===== config.mk =====
export PLATFORM = sky130hd
export DESIGN_NAME = inst_fetch_queue_flat
export DESIGN_NICKNAME = d
export VERILOG_FILES = /design/src/rtl/inst_fetch_queue_if.sv /design/src/rtl/inst_fetch_queue.sv /design/src/flat_wrapper.sv
export SDC_FILE = /design/constraint.sdc
export NUM_CORES = 1
export LEC_CHECK = 0
export BUFFER_PORTS_ARGS = -buffer_cell sky130_fd_sc_hd__buf_2
export CELL_PAD_IN_SITES_DETAIL_PLACEMENT = 0
export CELL_PAD_IN_SITES_GLOBAL_PLACEMENT = 1
export CORE_MARGIN = 1.5
export CORE_UTILIZATION = 55
export CTS_CLUSTER_DIAMETER = 80
export DETAILED_ROUTE_END_ITERATION = 10
export PLACE_DENSITY_LB_ADDON = 0.1
export RECOVER_POWER = 50
export SYNTH_ARGS = -nofsm -noshare
export SYNTH_HDL_FRONTEND = slang
export SYNTH_SLANG_ARGS = --single-unit

===== constraint.sdc =====
create_clock -name clk_in -period 7.18 [get_ports clk_in]
set_input_delay 0.718 -clock clk_in [delete_from_list [all_inputs] [get_ports clk_in]]
set_output_delay 0.718 -clock clk_in [all_outputs]
set_load 0.005 [all_outputs]

===== src/rtl/inst_fetch_queue_if.sv =====
// inst_fetch_queue_if
//   Groups the fetcher port of the memory controller and the decoder handshake
//   used by inst_fetch_queue.
//   master : the fetch queue (issues burst requests, presents queued instructions)
//   slave  : the surrounding logic (memory controller, redirect source, decoder)
//   Memory side : mem_enable_out, mem_addr_out, mem_reset_out, mem_avail_in,
//                 mem_word_in, mem_inst_in, mem_end_in
//   Redirect    : jump_in, jump_pc_in
//   Decoder     : inst_valid_out, inst_out, pc_out, inst_ready_in, count_out
interface inst_fetch_queue_if #(
  parameter int QUEUE_DEPTH = 16
) ();
  localparam int CW = $clog2(QUEUE_DEPTH) + 1;

  logic          mem_enable_out;
  logic [31:0]   mem_addr_out;
  logic          mem_reset_out;
  logic          mem_avail_in;
  logic          mem_word_in;
  logic [31:0]   mem_inst_in;
  logic          mem_end_in;
  logic          jump_in;
  logic [31:0]   jump_pc_in;
  logic          inst_valid_out;
  logic [31:0]   inst_out;
  logic [31:0]   pc_out;
  logic          inst_ready_in;
  logic [CW-1:0] count_out;

  modport master (
    output mem_enable_out, mem_addr_out, mem_reset_out,
    input  mem_avail_in, mem_word_in, mem_inst_in, mem_end_in,
    input  jump_in, jump_pc_in,
    output inst_valid_out, inst_out, pc_out, count_out,
    input  inst_ready_in
  );

  modport slave (
    input  mem_enable_out, mem_addr_out, mem_reset_out,
    output mem_avail_in, mem_word_in, mem_inst_in, mem_end_in,
    output jump_in, jump_pc_in,
    input  inst_valid_out, inst_out, pc_out, count_out,
    output inst_ready_in
  );
endinterface


===== src/rtl/inst_fetch_queue.sv =====
// inst_fetch_queue
//   Issues burst instruction reads to the memory controller, captures each
//   returned word with its PC into a circular queue and hands the queue head to
//   the decoder over valid/ready. A redirect flushes the queue, aborts any burst
//   in flight and restarts fetching at the new PC.
// Ports
//   clk_in  : clock, rising edge
//   rst_in  : asynchronous reset, active low
//   rdy_in  : global ready; while low every register holds
//   bus     : inst_fetch_queue_if.master (memory port, redirect, decoder side)
//
// state   | meaning
// --------+-----------------------------------------------------------------
// S_IDLE  | waiting for room for a whole burst and an available controller
// S_REQ   | request raised, waiting for the first word
// S_RECV  | capturing words until the controller signals burst end
// S_GAP   | request held low one cycle so the controller can drop avail
// S_ABORT | burst cancelled by a redirect, draining until controller is done
module inst_fetch_queue #(
  parameter int          QUEUE_DEPTH = 16,
  parameter int          BURST_LEN   = 4,
  parameter logic [31:0] RESET_PC    = 32'h0
) (
  input  logic               clk_in,
  input  logic               rst_in,
  input  logic               rdy_in,
  inst_fetch_queue_if.master bus
);
  localparam int PW = $clog2(QUEUE_DEPTH);
  localparam int CW = PW + 1;
  localparam int KW = $clog2(BURST_LEN + 1);
  localparam logic [CW-1:0] FULL      = CW'(QUEUE_DEPTH);
  localparam logic [CW-1:0] START_MAX = CW'(QUEUE_DEPTH - BURST_LEN);
  localparam logic [KW-1:0] BURST_K   = KW'(BURST_LEN);

  typedef enum logic [2:0] {S_IDLE, S_REQ, S_RECV, S_GAP, S_ABORT} state_t;

  state_t        state, state_nxt;
  logic [31:0]   fetch_pc;
  logic [31:0]   mem_addr;
  logic          mem_enable, enable_nxt;
  logic          mem_reset, reset_nxt;
  logic [PW-1:0] head, tail;
  logic [CW-1:0] count;
  logic [KW-1:0] words_left;
  logic          do_push, do_pop, do_flush, req_start;
  logic          head_valid;
  logic [31:0]   inst_q [QUEUE_DEPTH];
  logic [31:0]   pc_q   [QUEUE_DEPTH];

  assign head_valid = (count != '0);
  assign do_pop     = head_valid && bus.inst_ready_in && !bus.jump_in;

  always_ff @(posedge clk_in or negedge rst_in) begin
    if (!rst_in)     state <= S_IDLE;
    else if (rdy_in) state <= state_nxt;
  end

  always_comb begin
    state_nxt  = state;
    enable_nxt = mem_enable;
    reset_nxt  = 1'b0;
    do_push    = 1'b0;
    do_flush   = 1'b0;
    req_start  = 1'b0;
    if (bus.jump_in) begin
      case (state)
        S_IDLE, S_GAP: begin
          state_nxt = S_IDLE;
          do_flush  = 1'b1;
          reset_nxt = 1'b1;
        end
        S_REQ, S_RECV: begin
          state_nxt  = S_ABORT;
          enable_nxt = 1'b0;
          do_flush   = 1'b1;
          reset_nxt  = 1'b1;
        end
        default: ;  // already aborting: only the fetch PC moves
      endcase
    end else begin
      case (state)
        S_IDLE: begin
          // reserve room for the whole burst up front so a push never finds the queue full
          if (count <= START_MAX && bus.mem_avail_in) begin
            state_nxt  = S_REQ;
            enable_nxt = 1'b1;
            req_start  = 1'b1;
          end
        end
        S_REQ: begin
          if (bus.mem_word_in) begin
            do_push   = 1'b1;
            state_nxt = S_RECV;
          end
        end
        S_RECV: begin
          // words beyond the burst length are dropped
          do_push = bus.mem_word_in && (words_left != '0);
          if (bus.mem_end_in) begin
            state_nxt  = S_GAP;
            enable_nxt = 1'b0;
          end
        end
        S_GAP:   state_nxt = S_IDLE;
        S_ABORT: if (bus.mem_end_in || bus.mem_avail_in) state_nxt = S_GAP;
        default: state_nxt = S_IDLE;
      endcase
    end
  end

  always_ff @(posedge clk_in or negedge rst_in) begin
    if (!rst_in) begin
      fetch_pc   <= RESET_PC;
      mem_addr   <= RESET_PC;
      mem_enable <= 1'b0;
      mem_reset  <= 1'b0;
      head       <= '0;
      tail       <= '0;
      count      <= '0;
      words_left <= '0;
    end else if (rdy_in) begin
      mem_enable <= enable_nxt;
      mem_reset  <= reset_nxt;
      if (req_start) begin
        mem_addr   <= fetch_pc;
        words_left <= BURST_K;
      end
      if (bus.jump_in) begin
        fetch_pc <= bus.jump_pc_in;
      end else if (do_push) begin
        fetch_pc   <= fetch_pc + 32'd4;
        words_left <= words_left - KW'(1);
      end
      if (do_flush) begin
        head  <= '0;
        tail  <= '0;
        count <= '0;
      end else begin
        if (do_push) tail <= tail + PW'(1);
        if (do_pop)  head <= head + PW'(1);
        count <= count + CW'(do_push) - CW'(do_pop);
      end
    end
  end

  always_ff @(posedge clk_in) begin
    if (rdy_in && do_push) begin
      inst_q[tail] <= bus.mem_inst_in;
      pc_q[tail]   <= fetch_pc;
    end
  end

  a_push_not_full: assert property (@(posedge clk_in) disable iff (!rst_in)
    (rdy_in && do_push) |-> (count != FULL));

  assign bus.mem_enable_out = mem_enable;
  assign bus.mem_addr_out   = mem_addr;
  assign bus.mem_reset_out  = mem_reset;
  assign bus.inst_valid_out = head_valid;
  // storage is not reset, so an empty queue shows zeros instead of stale data
  assign bus.inst_out       = head_valid ? inst_q[head] : '0;
  assign bus.pc_out         = head_valid ? pc_q[head]   : '0;
  assign bus.count_out      = count;
endmodule

===== src/flat_wrapper.sv =====
// flat-port wrapper written by rule: the top's interface ports become plain ports
module inst_fetch_queue_flat 
#(
  parameter int          QUEUE_DEPTH = 16,
  parameter int          BURST_LEN   = 4,
  parameter logic [31:0] RESET_PC    = 32'h0
)
  (clk_in, rst_in, rdy_in, bus_mem_enable_out, bus_mem_addr_out, bus_mem_reset_out, bus_mem_avail_in, bus_mem_word_in, bus_mem_inst_in, bus_mem_end_in, bus_jump_in, bus_jump_pc_in, bus_inst_valid_out, bus_inst_out, bus_pc_out, bus_count_out, bus_inst_ready_in);
  inst_fetch_queue_if #(.QUEUE_DEPTH(QUEUE_DEPTH)) bus_i ();
  input  logic clk_in;
  input  logic rst_in;
  input  logic rdy_in;
  output wire logic [$bits(bus_i.mem_enable_out)-1:0] bus_mem_enable_out;
  output wire logic [$bits(bus_i.mem_addr_out)-1:0] bus_mem_addr_out;
  output wire logic [$bits(bus_i.mem_reset_out)-1:0] bus_mem_reset_out;
  input wire logic [$bits(bus_i.mem_avail_in)-1:0] bus_mem_avail_in;
  input wire logic [$bits(bus_i.mem_word_in)-1:0] bus_mem_word_in;
  input wire logic [$bits(bus_i.mem_inst_in)-1:0] bus_mem_inst_in;
  input wire logic [$bits(bus_i.mem_end_in)-1:0] bus_mem_end_in;
  input wire logic [$bits(bus_i.jump_in)-1:0] bus_jump_in;
  input wire logic [$bits(bus_i.jump_pc_in)-1:0] bus_jump_pc_in;
  output wire logic [$bits(bus_i.inst_valid_out)-1:0] bus_inst_valid_out;
  output wire logic [$bits(bus_i.inst_out)-1:0] bus_inst_out;
  output wire logic [$bits(bus_i.pc_out)-1:0] bus_pc_out;
  output wire logic [$bits(bus_i.count_out)-1:0] bus_count_out;
  input wire logic [$bits(bus_i.inst_ready_in)-1:0] bus_inst_ready_in;
  assign bus_mem_enable_out = bus_i.mem_enable_out;
  assign bus_mem_addr_out = bus_i.mem_addr_out;
  assign bus_mem_reset_out = bus_i.mem_reset_out;
  assign bus_i.mem_avail_in = bus_mem_avail_in;
  assign bus_i.mem_word_in = bus_mem_word_in;
  assign bus_i.mem_inst_in = bus_mem_inst_in;
  assign bus_i.mem_end_in = bus_mem_end_in;
  assign bus_i.jump_in = bus_jump_in;
  assign bus_i.jump_pc_in = bus_jump_pc_in;
  assign bus_inst_valid_out = bus_i.inst_valid_out;
  assign bus_inst_out = bus_i.inst_out;
  assign bus_pc_out = bus_i.pc_out;
  assign bus_count_out = bus_i.count_out;
  assign bus_i.inst_ready_in = bus_inst_ready_in;
  inst_fetch_queue #(.QUEUE_DEPTH(QUEUE_DEPTH), .BURST_LEN(BURST_LEN), .RESET_PC(RESET_PC)) u_core (.clk_in(clk_in), .rst_in(rst_in), .rdy_in(rdy_in), .bus(bus_i));
endmodule

==> results of run 1 <==
-- through the flow --
step | power (mW) | hold slack (ns) | instance area, sq um | std cells
final | 16.9 | 0.286 | 48900 | 3389
after global routing | 17.6 | 0.286 | 48900 | 3388
after CTS | 17.1 | 0.248 | 49000 | 3388
after detailed placement | 11.5 | 0.472 | 45400 | 3182
after global placement | 11.4 | 0.468 | 45400 | 3182
after floorplan | 10.1 | 0.422 | 43300 | 2053
-- layout by cell type (no fill, tap or decap), types with 9 or more instances in the layout --
cell	netlist	layout
nand4_1	10	10
clkinv_1	1	24
nor2_1	27	27
mux4_2	256	256
mux2i_1	135	135
and3_1	18	10
ha_1	16	16
dfrtp_1	85	82
clkbuf_16	0	115
edfxtp_1	1024	1024
clkbuf_1	62	77
o21ai_0	27	27
a21oi_1	27	27
mux2_2	28	28
bufinv_16	0	9
buf_4	0	20
buf_2	29	115
clkinv_2	0	27
nand3_1	16	16
nand2_1	53	52
o22ai_1	79	79
inv_1	22	22
-- metal layers --
metal,global-route usage,wire length [um],up-vias,share of wire
li1,-,-,9016,-
met1,0.363,42600,11400,0.44
met2,0.397,47700,733,0.49
met3,0.0314,5070,109,0.052
met4,0.0545,1490,0,0.015
met5,0,0,-,0
-- cells by family (layout without fill, tap and decap cells) --
| kind of cell | Yosys count | after routing | synth area share |
|---|---|---|---|
| flip-flops | 1109 | 1109 | 0.759 |
| multiplexers | 420 | 420 | 0.172 |
| AND/OR/NAND/NOR | 188 | 188 | 0.0232 |
| AO/OA/AOI/OAI | 182 | 182 | 0.0278 |
| buffers and inverters | 135 | 430 | 0.0125 |
| adder cells (fa/ha/maj) | 17 | 17 | 0.00508 |
| XOR/XNOR | 2 | 2 | 0.000405 |
| other | 0 | 1 | 0 |
-- layout make-up --
type | count | area (sq um)
fillers | 5320 | 28800
flip-flops and latches | 1109 | 32900
well taps | 1040 | 1300
diodes | 1 | 2.50
multi-input cells | 809 | 9950
clock buffers | 137 | 3040
inverters | 23 | 86.3
repair buffers | 202 | 1030
clock inverters | 68 | 573
-- path summary, 6_finish.rpt --
check | slack [ns] | cells past startpoint | from | to
max | 2.29 | 3 | rst_in | u_core.bus.mem_addr_out[12]
min | 0.29 | 3 | bus_jump_pc_in[8] | u_core.fetch_pc[8]
max reg2reg | 3.28 | 7 | u_core.words_left[0] | u_core.inst_q[15][20]
min reg2reg | 0.48 | 2 | u_core.bus.mem_addr_out[20] | u_core.bus.mem_addr_out[20]
max in group clk_in | 2.57 | 5 | u_core.head[2] | bus_pc_out[20]
min in group asynchronous | 0.86 | 2 | rst_in | u_core.bus.mem_reset_out
-- flip-flops by register name (all words and copies together), names as in the netlist --
name / count
u_core.inst_q: 512
u_core.pc_q: 512
u_core.bus.mem_addr_out: 32
u_core.fetch_pc: 32
u_core.bus.count_out: 5
u_core.head: 4
u_core.tail: 4
u_core.state: 3
u_core.words_left: 3
u_core.bus.mem_enable_out: 1
u_core.bus.mem_reset_out: 1
-- timing repair --
item | CTS | global route
hold endpoints to repair | 20 | 0
buffers inserted | 0 | 0
hold buffers | 1 | 0
setup endpoints to repair | 0 | 0
-- worst max-delay path: stages --
cell and delay [ns]:
dlygate4sd3_1 0.52, clkbuf_1 0.94, clkbuf_1 2.60
-- power groups by stage --
| stage | clock, mW | sequential, mW | combinational, mW |
|---|---|---|---|
| 2_1_floorplan | 0 | 7.83 | 2.27 |
| 3_3_place_gp | 0 | 8.09 | 3.35 |
| 3_5_place_dp | 0 | 8.12 | 3.37 |
| 4_1_cts | 5.78 | 7.98 | 3.39 |
| 5_1_grt | 6.03 | 8.04 | 3.55 |
| 6_report | 5.68 | 7.98 | 3.28 |
==> flow_metrics.tcl, run 1 <==
set metrics [dict create \
    avgSynthCellArea_sq_um 21.1 \
    yosysSeqAreaShare 0.759 \
    yosysTopAreaCellShare 0.710 \
    crit_required_ns 7.12 \
    grt_pass1_wl_um 146000 \
    skew_ns 0.0232 \
    relSlewSlack -1.40 \
    initialDrtViolationCount 1890 \
    period_share 0.681 \
    root_buffer "clkbuf_16" \
    clk_path_buf_depth 3 \
    io_pins 176 \
    drt-total-wl_um 96800 \
    pre_cts_ws_ns 2.91 \
    dieWidth_um 284 \
    p_leak_nw 15.3 \
    drtPass1Iterations 5 \
    route.detailed.drc 0 \
    gp_congestion 0.827 \
    start_util 0.557 \
    synth_edf_count 1024 \
    rsz0062_at_grt "no" \
    cts_tree "built" \
    synthTopCellsByCount "1024 x edfxtp_1, 256 x mux4_2, 135 x mux2i_1, 85 x dfrtp_1, 79 x o22ai_1" \
    grt_max_degree 117 \
    async_reset_ff_frac 0.0766 \
    syn-num-nets 2142 \
    clock_latency_ns 0.67 \
    cp-start-kind "primary input" \
    p_switching_mw 4.59 \
    power_frac_clock 0.335 \
    maxCapViolations 2 \
    yosysMostFrequentCell "edfxtp_1" \
    yosysUniqueCellTypes 62 \
    grt.overflow.total 0 \
    viasPerCell 6.28 \
    cts_sinks 1109 \
    p_comb_frac 0.194 \
    hpwl_um 51100 \
    cts_resized 0 \
    synth_warnings 0 \
    dieArea_sq_um 80400 \
    layout.nets 2344 \
    fp-row-count 102 \
    tightest_slew_ns 3.60 \
    h-tree-depth 3 \
    setup_tns_ns 0 \
    swShare 0.271 \
    drive_gt1_frac 0.265 \
    grtUsageTotal 0.245 \
    seqPwrFrac 0.471 \
    yosysTopAreaCell "edfxtp_1" \
    critPathArrivalTime_ns 4.83 \
    portBuffers 175 \
    syn-cell-area_sq_um 43300 \
    syn_inst 2053 \
    critPathCaptureType "asynchronous set/reset pin" \
    violations "capacitance limit, slew limit" \
    hold_violations 0 \
    ir_drop_uv 316 \
    areaGrowthSynthToFinish_pct 12.9 \
    slew_viol_final 105 \
    synth_seq_cells 1109 \
    status "finished, violations left" \
    clkTransAtPathRegs_ns 0.06 \
    avgRoutedWirePerCell_um 28.6 \
    critical_path_class "in2async" \
    finish.utilization 0.629 \
    antenna_found_initial 0 \
    core_sq_um 77700 \
    routed-via-count 21300 \
    fin_ws_ns 2.29 \
    max_freq_ghz 0.205 \
    dieHeight_um 284 \
    grt_pass1_vias 22300 \
    synth_area_leaders "edfxtp_1 71%, mux4_2 13%, dfrtp_1 4.9%, mux2i_1 3.1%, o22ai_1 1.1%" \
    crit_fanout 65 \
    powerDensity_nw_per_um2 347 \
    synthFlopType "edfxtp_1" \
    ant_nets 0 \
    hold_class "in2reg" \
    finalSetupViolCount 0 \
    internal_power_mw 12.4 \
    cts_buffers 110 \
    min_period_ns 4.89 \
]
Note: power is estimated with default switching activity, not from simulation.
==> run 2: changes to the inputs <==
--- a/config.mk
+++ b/config.mk
@@ -9,7 +9,7 @@
 export CELL_PAD_IN_SITES_DETAIL_PLACEMENT = 0
 export CELL_PAD_IN_SITES_GLOBAL_PLACEMENT = 1
 export CORE_MARGIN = 1.5
-export CORE_UTILIZATION = 55
+export CORE_UTILIZATION = 54
 export CTS_CLUSTER_DIAMETER = 80
 export DETAILED_ROUTE_END_ITERATION = 10
 export PLACE_DENSITY_LB_ADDON = 0.1
==> constraint.sdc (replaced) <==
create_clock -name clk_in -period 4.75 [get_ports clk_in]
set_input_delay 0.475 -clock clk_in [delete_from_list [all_inputs] [get_ports clk_in]]
set_output_delay 0.475 -clock clk_in [all_outputs]
set_load 0.005 [all_outputs]
==> flow_metrics.tcl, run 2 (synthesized netlist as in run 1, its figures left out) <==
set metrics [dict create \
    violations "capacitance limit, slew limit" \
    grt_pass1_vias 22600 \
    fin_ws_ns 0.829 \
    setup_tns_ns 0 \
    hold_violations 0 \
    final_cell_mix "1024 x edfxtp_1, 256 x mux4_2, 135 x mux2i_1" \
    clock_latency_ns 0.67 \
    rsz0062_at_grt "no" \
    finalSetupViolCount 0 \
    power.total_mw 25.7 \
    skew_ns 0.0208 \
    drt-total-wl_um 100000 \
    critPathArrivalTime_ns 3.45 \
    dieHeight_um 286 \
    postCtsSetupBuffers 0 \
    ant_nets 0 \
    crit_fanout 32 \
    critical_path_class "reg2out" \
    initialDrtViolationCount 1900 \
    grt_pass1_wl_um 149000 \
    dieWidth_um 286 \
    cp-start-kind "flip-flop" \
    tightest_slew_ns 2.65 \
    status "finished, violations left" \
    relSlewSlack -0.767 \
    avgRoutedWirePerCell_um 29.1 \
    largest_registers "u_core.inst_q (512), u_core.pc_q (512)" \
    cts_buffers 111 \
    design_area_sq_um 49400 \
    dieArea_sq_um 81900 \
    crit_slowest_cell "or4b_1" \
    clk_path_buf_depth 3 \
    slew_viol_final 85 \
    crit_required_ns 4.28 \
    route.detailed.drc 0 \
    start_util 0.547 \
    cts_hold_buf 6 \
    hpwl_um 59100 \
    min_period_ns 3.92 \
    areaGrowthSynthToFinish_pct 14.0 \
    p_leak_nw 15.6 \
    final_common_cell "edfxtp_1" \
    pre_cts_ws_ns 1.07 \
    period_share 0.825 \
    antenna_found_initial 2 \
    cts_resized 0 \
    root_buffer "clkbuf_16" \
    fp-row-count 103 \
    viasPerCell 6.27 \
    io_pins 176 \
    placed_cell_area_sq_um 45900 \
    grt_max_degree 70 \
    cts_sinks 1109 \
    ir_drop_uv 348 \
    core_sq_um 79100 \
    grt.overflow.total 0 \
    critPathCaptureType "primary output" \
    r2r_slack_ns 0.95 \
    cts_tree "built" \
    hold_class "in2reg" \
    clkTransAtPathRegs_ns 0.06 \
    powerDensity_nw_per_um2 521 \
    portBuffers 175 \
    h-tree-depth 3 \
    nFillCells 5540 \
    crit_chain "inv_1 > ha_1 > or4b_1 > nand2b_4 > buf_4 > o22ai_1 > buf_2" \
    gp_congestion 0.788 \
    layout.nets 2400 \
    routed-via-count 21700 \
    drtPass1Iterations 6 \
    slowest_delay_ns 0.63 \
    maxCapViolations 2 \
    drive_gt1_frac 0.273 \
    grtUsageTotal 0.249 \
    max_freq_ghz 0.255 \
]
[run 2: cell count changes in the layout (fill, tap and decap cells not counted), sizes merged]
cell,delta
buf,+38
bufinv,-1
clkbuf,+15
clkinv,+1
clkinvlp,-5
diode,+1
dlygate4sd3,+5
inv,+2
[run 2: report_power, final]
group	switching, mW	leakage (nW)	internal [mW]	total [mW]
sequential	0.734	10.2	11.3	12.0
combinational	2.73	3.60	2.48	5.21
clock	3.57	1.75	4.90	8.47
total	7.03	15.6	18.7	25.7
[run 2: critical path, delay by kind of cell (launching register included)]
| family | cells | cell delay, ns |
|---|---|---|
| simple gates | 2 | 1.19 |
| buf+inv | 3 | 0.74 |
| flops | 1 | 0.44 |
| compound gates | 1 | 0.22 |
| fa+ha+maj | 1 | 0.16 |
[run 2: path summary, 6_finish.rpt]
kind | start | cells after the start | end
worst min register to register | u_core.bus.mem_addr_out[20] | 2 | u_core.bus.mem_addr_out[20]
worst max-delay path | u_core.bus.count_out[2] | 7 | bus_inst_out[24]
max in group asynchronous | rst_in | 3 | u_core.bus.mem_addr_out[16]
worst min-delay path | bus_jump_pc_in[23] | 3 | u_core.fetch_pc[23]
min in group asynchronous | rst_in | 2 | u_core.fetch_pc[8]
worst max register to register | u_core.words_left[0] | 7 | u_core.pc_q[12][5]
[run 2: metrics by stage]
step                instances  utilization  hold WS, ns
finish                   3455        0.624       0.0415
global route             3453        0.624       0.0461
CTS                      3453        0.625      0.00182
detailed placement       3242        0.580        0.479
global placement         3242        0.580        0.471
floorplan                2053            -        0.179
[run 2: routing by layer]
| metal | GRT usage | vias to the layer above | part of all wire |
|---|---|---|---|
| met4 | 0.0591 | 0 | 0.017 |
| met2 | 0.396 | 760 | 0.48 |
| met5 | 0 | - | 0 |
| li1 | - | 9150 | - |
| met1 | 0.371 | 11600 | 0.44 |
| met3 | 0.0369 | 117 | 0.062 |
[run 2: cell type report]
| class | count | area [sq um] | area share |
|---|---|---|---|
| flip-flops and latches | 1109 | 32900 | 0.666 |
| inverters | 23 | 86.3 | 0.00175 |
| multi-input cells | 809 | 9950 | 0.202 |
| diodes | 2 | 5.00 | 0.000101 |
| repair buffers | 257 | 1580 | 0.0320 |
| clock inverters | 65 | 531 | 0.0107 |
| clock buffers | 140 | 3010 | 0.0610 |
| well taps | 1050 | 1310 | 0.0266 |
==> run 3: changes to the inputs <==
--- a/config.mk
+++ b/config.mk
@@ -5,11 +5,12 @@
 export SDC_FILE = /design/constraint.sdc
 export NUM_CORES = 1
 export LEC_CHECK = 0
+export ABC_AREA = 1
 export BUFFER_PORTS_ARGS = -buffer_cell sky130_fd_sc_hd__buf_2
 export CELL_PAD_IN_SITES_DETAIL_PLACEMENT = 0
 export CELL_PAD_IN_SITES_GLOBAL_PLACEMENT = 1
 export CORE_MARGIN = 1.5
-export CORE_UTILIZATION = 54
+export CORE_UTILIZATION = 50
 export CTS_CLUSTER_DIAMETER = 80
 export DETAILED_ROUTE_END_ITERATION = 10
 export PLACE_DENSITY_LB_ADDON = 0.1
==> constraint.sdc (replaced) <==
create_clock -name clk_in -period 3.7 [get_ports clk_in]
set_input_delay 0.37 -clock clk_in [delete_from_list [all_inputs] [get_ports clk_in]]
set_output_delay 0.37 -clock clk_in [all_outputs]
set_load 0.005 [all_outputs]
==> flow_metrics.tcl, run 3 <==
set metrics [dict create \
    status "finished, violations left" \
    violations "capacitance limit, slew limit" \
    dieArea_sq_um 93000 \
    swShare 0.334 \
    crit_chain "inv_8 > buf_12 > buf_4 > nor2_1 > o21ai_0 > nand3_1 > nand3_1 > a21oi_1 > buf_2" \
    hold_class "in2reg" \
    p_leak_nw 18.5 \
    p_comb_frac 0.266 \
    final_cell_mix "1024 x edfxtp_1, 965 x nor2_1, 551 x nand2_1" \
    crit_fanout 50 \
    final_common_cell "edfxtp_1" \
    yosysSeqAreaShare 0.721 \
    tightest_slew_ns 1.77 \
    internal_power_mw 24.1 \
    io_pins 176 \
    synth_area_leaders "edfxtp_1 67%, nor2_1 8.1%, o21ai_0 5.5%, dfrtp_1 4.7%, nand3_1 4.7%" \
    layout.nets 4293 \
    highest_layer "met5" \
    hold_violations 0 \
    yosysMostFrequentCell "edfxtp_1" \
    synth_seq_cells 1109 \
    max_freq_ghz 0.285 \
    yosysUniqueCellTypes 24 \
    grt_max_degree 96 \
    antenna_found_initial 3 \
    viasPerCell 5.56 \
    initialDrtViolationCount 2772 \
    largest_registers "u_core.inst_q (512), u_core.pc_q (512)" \
    crit_top_cell "nand3_1" \
    critPathCaptureType "primary output" \
    clk_path_buf_depth 3 \
    powerDensity_nw_per_um2 696 \
    power_frac_clock 0.300 \
    path_buf_inv 4 \
    avgSynthCellArea_sq_um 11.3 \
    p_switching_mw 12.1 \
    core_sq_um 90100 \
    h-tree-depth 3 \
    dieWidth_um 305 \
    crit_slowest_cell "dfrtp_4" \
    slew_viol_final 65 \
    ant_nets 0 \
    gp_congestion 0.780 \
    min_period_ns 3.51 \
    routed-via-count 30400 \
    dieHeight_um 305 \
    synthFlopType "edfxtp_1" \
    drt-total-wl_um 121000 \
    relSlewSlack -0.177 \
    critPathArrivalTime_ns 3.14 \
    setup_tns_ns 0 \
    start_util 0.506 \
    maxCapViolations 1 \
    cts_tree "built" \
    yosysTopAreaCellShare 0.674 \
    areaGrowthSynthToFinish_pct 13.9 \
    grt.overflow.total 0 \
    yosysTopAreaCell "edfxtp_1" \
    dp.cells 5246 \
    design_area_sq_um 52000 \
    critical_path_class "reg2out" \
    clock_latency_ns 0.68 \
    avgRoutedWirePerCell_um 22.0 \
    hpwl_um 67400 \
    wl_met1_um 53100 \
    synth_edf_count 1024 \
    syn-cell-area_sq_um 45600 \
    skew_ns 0.0203 \
    fin_hold_ws_ns 0.0292 \
    path_delay_family "buffers and inverters" \
    ir_drop_uv 414 \
    grtUsageTotal 0.259 \
    n_antenna_cell 0 \
    placed_cell_area_sq_um 48400 \
    finalSetupViolCount 0 \
    async_reset_ff_frac 0.0766 \
    fin_cells 5472 \
    rsz0062_at_grt "no" \
    clkTransAtPathRegs_ns 0.06 \
    wl_met2_um 56800 \
    grt_pass1_wl_um 183000 \
    syn_inst 4025 \
    synthTopCellsByCount "1024 x edfxtp_1, 981 x nor2_1, 551 x nand2_1, 500 x o21ai_0, 424 x nand3_1" \
    root_buffer "clkbuf_16" \
    r2r_slack_ns 0.71 \
    crit_required_ns 3.33 \
    period_share 0.948 \
    wl_met3_um 8130 \
    route.detailed.drc 0 \
    portBuffers 175 \
    synth_warnings 0 \
    slowest_delay_ns 0.73 \
    grt_pass1_vias 29500 \
    drtPass1Iterations 5 \
    syn-num-nets 4114 \
    cts_sinks 1109 \
    fp-row-count 110 \
    cp-start-kind "flip-flop" \
    drive_gt1_frac 0.0910 \
    seqPwrFrac 0.435 \
    cts_buffers 113 \
]
==> run 3: changes by cell type in the layout (fill, tap and decap cells not counted), sizes merged, moves of 64 or more <==
cell / delta
o22ai: -75
inv: +64
nand2: +498
nor2: +954
nand3: +408
mux4: -256
o21ai: +475
mux2i: -135
==> run 3: worst paths after layout <==
path	from	to	cells after the start
max	u_core.head[1]	bus_pc_out[16]	9
min	bus_jump_pc_in[16]	u_core.fetch_pc[16]	5
min in group asynchronous	rst_in	u_core.bus.mem_addr_out[16]	2
max reg2reg	u_core.fetch_pc[2]	u_core.fetch_pc[10]	12
max in group asynchronous	rst_in	u_core.bus.mem_addr_out[23]	3
min reg2reg	u_core.bus.mem_addr_out[14]	u_core.bus.mem_addr_out[14]	2
==> run 3: stage by stage <==
stage / util / power [mW] / setup slack (ns)
global route: 0.576 / 38.1 / 0.0656
global placement: 0.537 / 25.6 / 0.860
detailed placement: 0.537 / 25.7 / 0.862
CTS: 0.577 / 36.5 / 0.110
finish: 0.576 / 36.2 / 0.191
floorplan: - / 21.7 / -0.930
==> run 3: repair_timing <==
| action | CTS | global route |
|---|---|---|
| buffers inserted | 0 | 1 |
| setup endpoints to repair | 0 | 1 |
| gates resized for setup | 0 | 1 |
| hold buffers | 18 | 0 |
| endpoints found under the hold margin | 79 | 0 |
==> run 3: cells by family (layout without fill, tap and decap cells) <==
family | after synthesis | in the layout | share of synthesized area
AO/OA/AOI/OAI | 604 | 604 | 0.0678
XOR/XNOR | 3 | 3 | 0.000576
adder cells (fa/ha/maj) | 17 | 17 | 0.00483
buffers and inverters | 327 | 598 | 0.0321
flip-flops | 1109 | 1109 | 0.721
AND/OR/NAND/NOR | 1965 | 1965 | 0.174
==> run 3: routing by layer <==
layer | GRT usage | vias to the layer above
met5 | 0 | -
met2 | 0.416 | 997
met4 | 0.0721 | 2
li1 | - | 14400
met3 | 0.0365 | 131
met1 | 0.372 | 14900
==> run 3: cell type report <==
class | count | area [sq um]
Timing Repair Buffer | 303 | 2360
Sequential cell | 1109 | 32900
Multi-Input combinational cell | 2589 | 11400
Inverter | 88 | 355
Clock inverter | 58 | 409
Clock buffer | 149 | 3080
Fill cell | 7522 | 38200
Tap cell | 1176 | 1470
==> run 3: worst min-delay path: cells and delay by family <==
kind	cells	cell delay, ns
simple gates	3	0.17
buf+inv	1	0.08
compound gates	1	0.05
==> run 3: power by group through the flow <==
stage	combinational, mW	sequential [mW]	clock [mW]
after floorplan	5.98	15.7	0
after global placement	9.66	16.0	0
after detailed placement	9.68	16.0	0
after CTS	9.76	15.7	11.0
after global routing	10.8	15.8	11.5
final	9.61	15.7	10.8
